File: src/rtl/fetch_queue.sv
// fetch_queue: in-order instruction fetch with a small circular queue feeding
// Decode. One fetch is outstanding at most; a redirect (pc_src) flushes the
// queue and either drops or discards the in-flight response.
module fetch_queue #(
  parameter int              WORD      = 64,
  parameter int              INSTR_LEN = 32,
  parameter int              DEPTH     = 4,
  parameter logic [WORD-1:0] RESET_PC  = '0
) (
  input  logic                   clk,
  input  logic                   reset,
  output logic                   imem_req,
  output logic [WORD-1:0]        imem_addr,
  input  logic                   imem_rvalid,
  input  logic [INSTR_LEN-1:0]   imem_rdata,
  input  logic                   pc_src,
  input  logic [WORD-1:0]        branch_target,
  output logic                   instr_valid,
  input  logic                   instr_ready,
  output logic [INSTR_LEN-1:0]   instruction,
  output logic [WORD-1:0]        pc,
  output logic [$clog2(DEPTH):0] count
);

  localparam int PW = $clog2(DEPTH);

  // WAIT: request in flight, response will be queued.
  // DROP: request in flight, response belongs to a squashed path.
  typedef enum logic [1:0] {IDLE, WAIT, DROP} state_t;

  state_t                 r_state, w_state_nxt;
  logic [WORD-1:0]        r_fetch_pc;
  logic [PW-1:0]          r_head, r_tail;
  logic [PW:0]            r_count;
  logic [WORD-1:0]        r_pc_mem  [DEPTH];
  logic [INSTR_LEN-1:0]   r_ins_mem [DEPTH];

  logic                   w_push, w_pop, w_flush, w_full;
  logic [WORD-1:0]        w_target;

  // Branch targets are word aligned; low two bits are cleared.
  assign w_target  = branch_target & ~WORD'(3);
  assign w_full    = (r_count == (PW+1)'(DEPTH));
  assign w_flush   = pc_src;

  // A redirect cycle never issues a fetch (the address would be stale),
  // and reset gates the request since it acts asynchronously.
  assign imem_req  = reset && (r_state == IDLE) && !w_full && !pc_src;
  assign imem_addr = r_fetch_pc;

  assign instr_valid = (r_count != '0);
  assign instruction = instr_valid ? r_ins_mem[r_head] : '0;
  assign pc          = instr_valid ? r_pc_mem[r_head]  : '0;
  assign count       = r_count;
  assign w_pop       = instr_valid && instr_ready && !pc_src;

  // FSM state register.
  always_ff @(posedge clk or negedge reset) begin
    if (!reset) r_state <= IDLE;
    else        r_state <= w_state_nxt;
  end

  // Next-state and push decision; responses in IDLE are ignored.
  always_comb begin
    w_state_nxt = r_state;
    w_push      = 1'b0;
    case (r_state)
      IDLE: if (imem_req) w_state_nxt = WAIT;
      WAIT: begin
        if (pc_src)           w_state_nxt = imem_rvalid ? IDLE : DROP;
        else if (imem_rvalid) begin
          w_push      = 1'b1;
          w_state_nxt = IDLE;
        end
      end
      DROP: if (imem_rvalid) w_state_nxt = IDLE;
      default: w_state_nxt = IDLE;
    endcase
  end

  // Fetch PC: redirect wins, otherwise advance past each accepted response.
  always_ff @(posedge clk or negedge reset) begin
    if (!reset)      r_fetch_pc <= RESET_PC;
    else if (pc_src) r_fetch_pc <= w_target;
    else if (w_push) r_fetch_pc <= r_fetch_pc + WORD'(4);
  end

  // Queue pointers and occupancy; flush overrides push and pop.
  always_ff @(posedge clk or negedge reset) begin
    if (!reset) begin
      r_head  <= '0;
      r_tail  <= '0;
      r_count <= '0;
    end else if (w_flush) begin
      r_head  <= '0;
      r_tail  <= '0;
      r_count <= '0;
    end else begin
      if (w_push) r_tail <= r_tail + 1'b1;
      if (w_pop)  r_head <= r_head + 1'b1;
      if (w_push && !w_pop)      r_count <= r_count + 1'b1;
      else if (!w_push && w_pop) r_count <= r_count - 1'b1;
    end
  end

  // Entry storage; only occupied entries are ever read, so no reset.
  always_ff @(posedge clk) begin
    if (w_push) begin
      r_pc_mem[r_tail]  <= r_fetch_pc;
      r_ins_mem[r_tail] <= imem_rdata;
    end
  end

endmodule

File: config.mk
export PLATFORM = sky130hd
export DESIGN_NAME = fetch_queue
export DESIGN_NICKNAME = d
export VERILOG_FILES = /design/src/rtl/fetch_queue.sv
export SDC_FILE = /design/constraint.sdc
export NUM_CORES = 1
export LEC_CHECK = 0
export CORE_MARGIN = 1.5
export CORE_UTILIZATION = 44
export CTS_CLUSTER_DIAMETER = 120
export DETAILED_ROUTE_END_ITERATION = 6
export PLACE_DENSITY = 0.68
export SKIP_CTS_REPAIR_TIMING = 1
export SLEW_MARGIN = 10
export SYNTH_ARGS = -nofsm -noshare
export SYNTH_HDL_FRONTEND = slang
export SYNTH_SLANG_ARGS = --single-unit
File: constraint.sdc
create_clock -name clk -period 6.3 [get_ports clk]
set_input_delay 1.26 -clock clk [delete_from_list [all_inputs] [get_ports clk]]
set_output_delay 1.26 -clock clk [all_outputs]
set_load 0.02 [all_outputs]
# Yosys cells after proc, flatten, opt, wreduce, memory -nomap -nowiden
# Memory sizes are Yosys's and may differ from the RTL's.
# Index checks and enable logic that the tools add are counted.
dict set report totals {
  ff_bits 73
  mem_bits_rw 384
  input_bits 101
  out_inout_bits 165
  wordCells 53
  mem_count 2
}
# memory depth word_bits read_ports rd_clocked_by_memory_dff write_ports line_no
set memory_table {}
lappend memory_table {r_pc_mem 4 64 1 0 1 35} ;# logic [WORD-1:0] r_pc_mem [DEPTH];
lappend memory_table {r_ins_mem 4 32 1 0 1 36} ;# logic [INSTR_LEN-1:0] r_ins_mem [DEPTH];
dict set report classes {
  add_sub_neg 5
  eq_ne 4
  n_mux 21
  n_reduce_logical 16
}
# cell n
set op_table {}
lappend op_table {{two-way mux 64 bit} 3}
lappend op_table {{adder 64 x 3 -> 64 bit, second input constant} 1}
lappend op_table {{two-way mux 32 bit} 1}
lappend op_table {{two-way mux 2 bit} 8}
lappend op_table {{two-way mux 3 bit} 3}
lappend op_table {{logical AND 1 bit} 7}
lappend op_table {{one-hot mux 2 bit (3 select lines)} 1}
lappend op_table {{nonzero test 3 bit} 2}
lappend op_table {{two-way mux 1 bit} 5}
lappend op_table {{adder 2 x 1 -> 2 bit, second input constant} 2}
lappend op_table {{logical NOT 1 bit} 4}
lappend op_table {{nonzero test 2 bit} 2}
lappend op_table {{adder 3 x 1 -> 3 bit, second input constant} 1}
lappend op_table {{equality test 3 bit, second input constant} 1}
lappend op_table {{subtractor 3 x 1 -> 3 bit, second input constant} 1}
lappend op_table {{equality test 2 x 1 -> 1 bit, second input constant} 1}
lappend op_table {{equality test 2 bit, second input constant} 1}
lappend op_table {{logical NOT 2 bit} 1}
lappend op_table {{!= test 2 bit, second input constant} 1}

# Depth between registers and ports, before layout
# Gate-level depths: netlist (run 1).
dict set report logic_depth {
  depth_word 8
  mapped_depth 9
  depth_no_buf 8
}

# Worst setup path after synthesis (run 1)
# Ideal clock, no wire load.
dict set report synth_path {
  path_kind {in2reg}
  startpoint {in pc_src}
  endpoint {mem r_ins_mem[0][0], enable pin}
  setup_ns 0.464
  t_arrival_ns 4.122
  required_time_ns 5.836
  setup_slack_ns 1.714
  path_stages 4
  n_path_buf 2
  cell_sequence {clkbuf_1 clkinv_1 clkbuf_1 and3_1}
}
dict set report synth_between {
  elab_chain_cells 4
}
# element line_no
set synth_rtl {}
lappend synth_rtl {{start: declaration} 16} ;# input logic pc_src,
lappend synth_rtl {{two-way mux 1 bit} 70} ;# if (pc_src) w_state_nxt = imem_rvalid ? IDLE : DROP;
lappend synth_rtl {{two-way mux 1 bit} 67} ;# case (r_state)
lappend synth_rtl {{two-way mux 1 bit} 108} ;# if (w_push) begin
lappend synth_rtl {{two-way mux 1 bit (implied by the code)} 110} ;# r_ins_mem[r_tail] <= imem_rdata;
lappend synth_rtl {{end: declaration} 36}
# Every way passes these cells.

# Final worst setup path (run 1)
dict set report layout_path {
  startpoint {reg r_head[0]}
  endpoint {out pc[18]}
}
dict set report layout_between {
  elab_chain_cells 2
}
# element line_no
set layout_rtl {}
lappend layout_rtl {{start: declaration} 33} ;# logic [PW-1:0] r_head, r_tail;
lappend layout_rtl {{start signal: assignment} 100} ;# if (w_pop) r_head <= r_head + 1'b1;
lappend layout_rtl {{memory (4 x 64 bit)} n/a}
lappend layout_rtl {{two-way mux 64 bit} 53} ;# assign pc = instr_valid ? r_pc_mem[r_head] : '0;
lappend layout_rtl {{end: declaration} 21} ;# output logic [WORD-1:0] pc,
# Every way passes these cells.

==> impl_results.md, run 1 <==
- Placement-stage cell area: 21,760 um2
- RSZ-0062 raised after global routing: false
- Final instance area: 23,270 um2
- Final Hold Fails: 0
- Clock skew: 11.12 ps
- Min-delay worst type: input pin to async pin
- Vias: 10,940
- Final routed DRC violation total: 0
- Seq cells post-synth: 447
- Clock tree buffer depth: 3
- Wire length per cell: 23.26 um
- Relative slew margins: 0.3604
- Core Area: 41,200 um2
- Setup WS pre-CTS: 2248 ps
- Worst Path Required: 5040 ps
- Setup ws final: 1856 ps
- Post-synth cell types: 50
- Pwr/cell area: 393.9 nW/um2
- Initial antenna violation count: 3
- Post-synth EDFFs: 376
- Largest net degree at the start of global routing: 95
- I/O Pins: 266
- Final WL: 44,990 um
- Initial Utilization: 0.4490
- Initial DRC count: 909
- Critical Path AT: 3180 ps
- Pleak: 7.661 nW
- Cell depth of the worst flop-to-flop path: 5
- Slew Limit Fails: 0
- Horiz. Die Dim: 208.1 um
- Vias in the first global route: 11,280
- Slew @ Worst Pin: 959.4 ps
- Post-route insts no fill: 1,934
- Fill cell count: 3,247
- Worst Setup Path Type: flip-flop to output pin
- Slowest CP cell: dfrtp_4
- VDD IR max: 0.0005686 V
- Root Driver: clkbuf_16
- Post-Syn Area per Cell: 16.94 um2
- Status: completed
- IO buf count: 259
- CP Cell Sequence: buf_4 > mux4_2 > and2_1 > clkdlybuf4s50_1
- Nets: 1,472
- CTS H-tree depth: 2
- Die Span Y: 208.1 um
- Critical path depth: 4
- Max cap viols: 0
- Gp weighted congestion: 0.7784
- Setup TNS Final: 0 ps
- FF+latch area: 13,080 um2
- Hpwl dp: 27,470 um
- WP buf/inv: 2
- Post-layout min period: 4444 ps
- CTS buffer count: 46
- First-pass GRT wire length: 68,540 um
- Die area: 43,280 um2
- GRT Total Usage: 0.2098
- Syn Inst Count: 1,092
- Clk_lat worst skew: 570 ps
- Mapped Area: 18,500 um2
- Worst Setup End Kind: output pin
- Gr ovfl total: 0
- CTS tree: yes
- Clk slew on worst S/H paths: 60 ps
- Antenna Violating Nets Remaining: 0
- Seq/Total Area, Yosys: 0.7063
- Critical path's top delay family: buffers and inverters
- Via/cell ratio: 5.655
- Fraction of registers with async set/reset: 0.1588
- Yosys warning count: 0
- Startpoint Class: flip-flop
- Final period util: 0.7054
- Post-placement cell count: 1,849
- Top_reg_cell synth: edfxtp_1
- Multi-input logic area: 5197 um2
- Setup violators final: 0
- Area grow syn2layout: 25.81%
- Share of layout cells above drive strength 1: 0.1507
- F_max: 225.0 MHz
- Crit Path Max Fanout: 29
- Row count: 74
- Largest stage delay, worst path: 840 ps
- Pre-antenna DRT Iters: 5
- Clk sinks: 447
## power by group
part	switching, mW	internal [mW]
clock network	1.13	1.60
logic	1.47	1.45
registers	0.212	3.32
total	2.80	6.36
## cell type report
class                           count  share of cell area
Sequential cell                   447              0.5618
Multi-Input combinational cell    581              0.2233
Timing Repair Buffer              277              0.1191
Clock buffer                       54             0.05252
Tap cell                          532             0.02860
Clock inverter                     29             0.01253
Inverter                           12            0.001935
Antenna cell                        2           0.0002150
## per-stage QoR
stage | power (mW) | hold slack (ps) | utilization
after CTS | 9.291 | 479.5 | 0.5648
after detailed placement | 6.550 | 536.0 | 0.5280
after floorplan | 5.200 | 539.3 | -
final | 9.169 | 504.8 | 0.5649
after global placement | 6.535 | 539.4 | 0.5280
after global routing | 9.560 | 484.7 | 0.5649
## logic make-up after synthesis
group                    Yosys count  synth area share
flip-flops                       447            0.7063
AND/OR/NAND/NOR                  352            0.1113
multiplexers                     102            0.1190
AO/OA/AOI/OAI                     78           0.02516
buffers and inverters             67           0.01515
XOR/XNOR                          39           0.01846
adder cells (fa/ha/maj)            6          0.004464
other                              1         0.0002027
## placed cells by master (no fill, tap or decap), types with 6 or more instances in the layout
cell type and instances:
buf_4 16, nand4_1 30, nand2_1 71, nor3_1 13, and2_1 99, nor4_1 9
and3_1 9, inv_1 10, xnor2_1 11, nor2b_1 9, or4_1 9, a31oi_1 11
mux4_2 94, nor2_1 30, dfrtp_1 69, clkbuf_16 47, and4_1 6, o21ai_0 44
clkdlybuf4s50_1 257, or3_1 11, edfxtp_1 376, nand3_1 28, xor2_1 28, clkinv_1 10
## synth_stat cells (all sizes together), types with 6 or more instances
cell | number | area, um2
nand4 | 33 | 234.0
nor2 | 30 | 112.6
and3 | 13 | 81.33
nand2 | 71 | 266.5
or4 | 9 | 67.56
o21ai | 44 | 220.2
nor4 | 14 | 145.1
inv | 11 | 41.29
buf | 17 | 92.59
mux4 | 94 | 2117
clkbuf | 38 | 142.6
edfxtp | 376 | 11290
xor2 | 28 | 245.2
a31oi | 11 | 68.82
or3 | 12 | 75.07
dfrtp | 71 | 1777
xnor2 | 11 | 96.34
and2 | 99 | 619.3
and4 | 6 | 52.55
nand3 | 33 | 197.7
nor2b | 9 | 56.30
nor3 | 14 | 81.33
## worst paths after layout
path                         startpoint            end  slack, ps
max reg2reg                imem_addr[6]  imem_addr[57]       3610
min                               reset  imem_addr[50]        500
max in group asynchronous         reset      r_head[0]       4580
min in group clk               count[2]       count[2]        550
min reg2reg                    count[2]       count[2]        550
max                           r_head[0]         pc[18]       1860
## registers in the layout, summed over array words and instances (netlist names)
signal	count
count	3
r_tail	2
r_head	2
imem_addr	62
r_state	2
r_pc_mem	248
r_ins_mem	128
## metal layers
layer	track usage	wire length, um
met1	0.2967	19580
met2	0.3330	21600
met3	0.03713	2808
met4	0.06620	984
met5	0	13
Note: power is estimated with default switching activity, not from simulation.
==> run 2, diff against run 1 <==
==> constraint.sdc (replaced) <==
create_clock -name clk -period 4.45 [get_ports clk]
set_input_delay 0.89 -clock clk [delete_from_list [all_inputs] [get_ports clk]]
set_output_delay 0.89 -clock clk [all_outputs]
set_load 0.02 [all_outputs]
==> run 2 against run 1 <==
  * Clock power up 42%
  * Clock skew up 2.8 ps
  * Cell area up 0.53%
  * Largest cell class unchanged
  * Register-to-register slack worse by 2000 ps
  * Count of clock-buffer cells in the layout up 11
  * Hold slack better by 43 ps
  * Worst setup slack worse by 1400 ps
  * Critical path depth unchanged
==> impl_results.md, run 2 (synthesized netlist as in run 1, its figures left out) <==
- F_max: 251.4 MHz
- Fill cell count: 3,175 (was 3,247)
- Worst Hold End: count[2]
- Slew @ Worst Pin: 999.7 ps (was 959.4 ps)
- Pleak: 7.724 nW (was 7.661 nW)
- Worst R2R Setup Slack: 1590 ps (was 3610 ps)
- Root Driver: clkbuf_16 (unchanged)
- Setup ws final: 472.3 ps (was 1856 ps)
- Clock skew: 13.90 ps (was 11.12 ps)
- I/O Pins: 266 (unchanged)
- Setup violators final: 0 (unchanged)
- Post-route insts no fill: 1,941 (was 1,934)
- Gr ovfl total: 0 (unchanged)
- Final instance area: 23,400 um2 (was 23,270 um2)
- Slew Limit Fails: 0 (unchanged)
- Initial antenna violation count: 3 (unchanged)
- Worst Path Required: 3560 ps (was 5040 ps)
- Max cap viols: 0 (unchanged)
- Final period util: 0.8939
- Row count: 74 (unchanged)
- Nets: 1,478 (was 1,472)
- Setup WS pre-CTS: 853.3 ps (was 2248 ps)
- Startpoint Class: flip-flop (unchanged)
- Largest stage delay, worst path: 880 ps (was 840 ps)
- Core Util, Final: 0.5679 (was 0.5649)
- Area grow syn2layout: 26.48% (was 25.81%)
- Slowest CP cell: dfrtp_4 (unchanged)
- Post-layout min period: 3978 ps
- Clk sinks: 447 (unchanged)
- Worst hold path cell count: 1
- Most frequent cells in the layout: edfxtp_1 (376), clkdlybuf4s50_1 (257), and2_1 (99) (unchanged)
- Initial DRC count: 841 (was 909)
- IO buf count: 259 (unchanged)
- Setup TNS Final: 0 ps (unchanged)
- RSZ-0062 raised after global routing: false (unchanged)
- Pwr/cell area: 559.5 nW/um2 (was 393.9 nW/um2)
- Tot Pwr: 13.09 mW (was 9.169 mW)
- Min-delay src: count[2]
- Core Area: 41,200 um2 (unchanged)
- VDD IR max: 0.0004237 V (was 0.0005686 V)
- Horiz. Die Dim: 208.1 um (unchanged)
- Die Span Y: 208.1 um (unchanged)
- Final WL: 44,510 um (was 44,990 um)
- Via/cell ratio: 5.539 (was 5.655)
- Reg2reg end: imem_addr[48] (was imem_addr[57])
- Placement-stage cell area: 21,860 um2 (was 21,760 um2)
- Post-placement cell count: 1,855 (was 1,849)
- Share of layout cells above drive strength 1: 0.1541 (was 0.1507)
- Min-delay worst type: flip-flop to flip-flop (was input pin to async pin)
- Critical Path AT: 3090 ps (was 3180 ps)
- Relative slew margins: 0.3335 (was 0.3604)
- Final Hold Fails: 0 (unchanged)
- Worst Setup Path Type: flip-flop to output pin (unchanged)
- Pre-antenna DRT Iters: 5 (unchanged)
- Worst Setup End Kind: output pin (unchanged)
- CTS buffer count: 46 (unchanged)
- Final routed DRC violation total: 0 (unchanged)
- Antenna Violating Nets Remaining: 0 (unchanged)
- Clk_lat worst skew: 580 ps (was 570 ps)
- WP buf/inv: 2 (unchanged)
- Critical path's top delay family: buffers and inverters (unchanged)
- GRT Total Usage: 0.2067 (was 0.2098)
- CP Cell Sequence: buf_4 > mux4_2 > and2_1 > clkdlybuf4s50_1 (unchanged)
- Clk slew on worst S/H paths: 60 ps (about the same)
- Crit Path Max Fanout: 28 (was 29)
- Worst hold margin: 548.1 ps (was 504.8 ps)
- Most flops, register: r_pc_mem (unchanged)
- First-pass GRT wire length: 67,340 um (was 68,540 um)
- Gp weighted congestion: 0.7667 (was 0.7784)
- Hpwl dp: 27,760 um (was 27,470 um)
- CTS tree: yes (unchanged)
- RR Startpoint: imem_addr[2] (was imem_addr[6])
- CTS H-tree depth: 2 (unchanged)
- Max reg flops: 248 (unchanged)
- Wire length per cell: 22.93 um (was 23.26 um)
- Status: completed (unchanged)
- Initial Utilization: 0.4490 (unchanged)
- Cell depth of the worst flop-to-flop path: 6 (was 5)
- Vias: 10,750 (was 10,940)
- Largest net degree at the start of global routing: 82 (was 95)
- Vias in the first global route: 10,970 (was 11,280)
- Clock tree buffer depth: 3 (unchanged)
- Die area: 43,280 um2 (unchanged)
- Most common cell after layout, fill and taps aside: edfxtp_1 (unchanged)
## run 2: changes by cell type in the layout (fill, tap and decap cells not counted), sizes merged
cell / delta
clkinvlp: -2
buf: +6
clkbuf: +11
clkinv: -5
bufinv: -1
diode: -1
inv: -1
## run 2: worst max-delay path by stage
stage	start	to	slack [ps]	cells after the start
finish	r_head[0]	pc[53]	470	4
detailed placement	imem_rvalid	imem_addr[57]	850	6
global placement	imem_rvalid	imem_addr[57]	930	6
CTS	r_head[0]	pc[53]	400	4
global route	r_head[0]	pc[54]	320	4
floorplan	pc_src	r_ins_mem[0][0]	230	4
## run 2: report_power, final
part / internal (mW) / switching (mW)
Sequential: 4.70 / 0.293
Combinational: 2.12 / 2.11
Clock: 2.29 / 1.58
## run 2: layout make-up
class,count,area (um2),share of cell area
antenna,1,2.502,0.0001069
sequential,447,13080,0.5588
clock buffer,65,1313,0.05609
multi-input combinational,581,5197,0.2221
timing repair buffer,283,2880,0.1231
tap,532,665.6,0.02845
clock inverter,20,220.2,0.009411
inverter,12,45.04,0.001925
## run 2: routing by layer
metal	vias up	routed length, um	GRT usage
met5	-	23	0
met4	4	816	0.05990
met3	62	2362	0.03758
met2	299	21670	0.3345
met1	5553	19640	0.2880
li1	4833	-	-
==> patch, RTL diff (config.mk and constraints of run 2) <==
Register the output `count` once more, cleared by the reset; this adds one clock of latency there. The other outputs are not delayed to match.
--- a/src/rtl/fetch_queue.sv
+++ b/src/rtl/fetch_queue.sv
@@ -52,5 +52,11 @@
   assign instruction = instr_valid ? r_ins_mem[r_head] : '0;
   assign pc          = instr_valid ? r_pc_mem[r_head]  : '0;
-  assign count       = r_count;
+  always_ff @(posedge clk or negedge reset) begin
+    if (!reset) begin
+      count <= '0;
+    end else begin
+      count <= r_count;
+    end
+  end
   assign w_pop       = instr_valid && instr_ready && !pc_src;
 
Formal check against the unedited RTL: not equivalent (Yosys sat finds a counterexample within 4 cycles, from zero or initial values and one cycle with reset low).
==> patch against run 2 <==
  * Combinational power about the same
  * Sequential cell count up 3
  * Clock power down 4%
  * Worst setup slack better by 0.069 ns
  * Power down 1.0%
  * Final area about the same
  * Global-route usage up 0.30 points
  * Cell count up 0.77%
  * Wire length up 1.2%
  * Die area up 0.16%
  * Synthesized area up 0.16%
  * Critical endpoint is now pc[30]
==> patch: results (changes against run 2) <==
outcome:
  outcome: "finished, final reports clean"
placement:
  dp_slack_ns: 0.926  # +0.0729 ns
  gp_congestion: 0.816  # +6.4%
  place_hpwl_mm: 28.4  # +2.3%
  portBuffers: 259  # unchanged
sta:
  maxSlewHeadroom_pct: 39.0  # +5.6 points
  skew_ns: 0.0263  # +0.0124 ns
clocking:
  numCtsBuffers: 47  # +2.2%
  htree_num_levels: 2  # unchanged
  root_buffer: "clkbuf_16"
  insertion_delay_ns: 0.57
final_layout:
  nNetsFinal: 1497  # +1.3%
  drive_gt1_share_pct: 14.4  # -1.0 points
  num-fill-cells: 3189  # +0.44%
routing:
  vias_per_cell: 5.64  # +1.8%
  wirelength_mm: 45.0  # +1.2%
  wl_met2_mm: 20.9  # -3.5%
  drt_iter0_markers: 1096  # +30%
  wl_met3_mm: 3.24  # +37%
  maxUsedRoutingLayer: "met5"
  wl_met1_mm: 19.7  # +0.33%
logic_synthesis:
  synth.area.top_cells: "edfxtp_1 61%, mux4_2 11%, dfrtp_1 10%"
  async_reset_ff_share_pct: 16.4  # +0.56 points
  synth_cell_type_count: 50  # unchanged
  synth_warnings: 0  # unchanged
  synthTopCellsByCount: "376 x edfxtp_1, 97 x and2_1, 94 x mux4_2, 74 x dfrtp_1, 71 x nand2_1"
  yosysSeqAreaShare_pct: 70.9  # +0.29 points
global_route:
  grtUsageMet3_pct: 4.86  # +1.1 points
  use_met1_pct: 29.5  # +0.70 points
  track_usage_pct: 21.0  # +0.30 points
  grt_pass1_vias: 11100  # +1.4%
  grt_max_degree: 65  # -21%
  grt_pass1_wl_mm: 68.4  # +1.6%
  grtUsageMet2_pct: 32.5  # -0.94 points
power_and_ir_drop:
  cellLeakagePower_nw: 7.71  # -0.21%
  seq_power_share_pct: 38.7  # +0.6 points
  netSwitchingFraction_pct: 30.5  # +0.054 points
  ir_drop_mv: 0.308  # -27%
  internal_power_mw: 9.01  # -1.1%
worst_setup_path:
  slowest_delay_ns: 0.70  # -0.18 ns
  ff2ff_path_depth: 5  # -1
  worstReg2RegStart: "imem_addr[18]"
  critPathArrivalTime_ns: 3.02  # -0.07 ns
  critPathMaxFanout: 18  # -36%
  critPathSlowestCell: "dfrtp_4"
min_path:
  min_path_type: "in -> async"
patch: changes by cell type after synthesis, moves of 3 or more:
cell and change:
a211o_1 +3, and4_1 -4, buf_1 +4, dfrtp_1 +3, inv_1 +3, nand3_2 -4, nand4_1 +6, nor2_1 +4
nor2b_1 -3, nor3_1 +7, nor4_4 -3, o31a_1 +3, or4_1 -3
patch: worst paths after layout:
path	to	slack (ns)
max in group asynchronous	imem_addr[24]	3.04
worst max-delay path	pc[30]	0.54
min in group clk	count[1]	0.47
worst min-delay path	r_head[0]	0.45
worst min register to register	count[1]	0.47
worst max register to register	imem_addr[45]	1.49
patch: layout make-up:
| cell class | instances | area share (%) |
|---|---|---|
| clock buffers | 62 | 5.26 |
| clock inverters | 20 | 0.871 |
| repair buffers | 290 | 12.7 |
| well taps | 532 | 2.84 |
| diodes | 1 | 0.0107 |
| inverters | 13 | 0.208 |
| multi-input cells | 588 | 22.0 |
| flip-flops and latches | 450 | 56.2 |
patch: per-stage QoR:
stage,instances,instance area (sq um),hold WS [ns]
after floorplan,1110,18500,0.408
after global placement,1873,22000,0.444
after detailed placement,1873,22000,0.450
after CTS,1955,23400,0.434
after global routing,1956,23400,0.458
final,1956,23400,0.449
patch: logic make-up after synthesis:
family | count (synthesis) | synth area share, %
flops | 450 | 70.9
fa+ha+maj | 6 | 0.446
buf+inv | 72 | 1.61
simple gates | 353 | 10.6
other cells | 1 | 0.0202
xor+xnor | 39 | 1.84
compound gates | 84 | 2.73
mux | 102 | 11.9
patch: critical path: cells and delay by family, from the launching register on:
kind	cells	cell delay (ns)
flip-flops	1	0.70
AND/OR/NAND/NOR	1	0.21
multiplexers	1	0.56
buffers and inverters	2	0.97
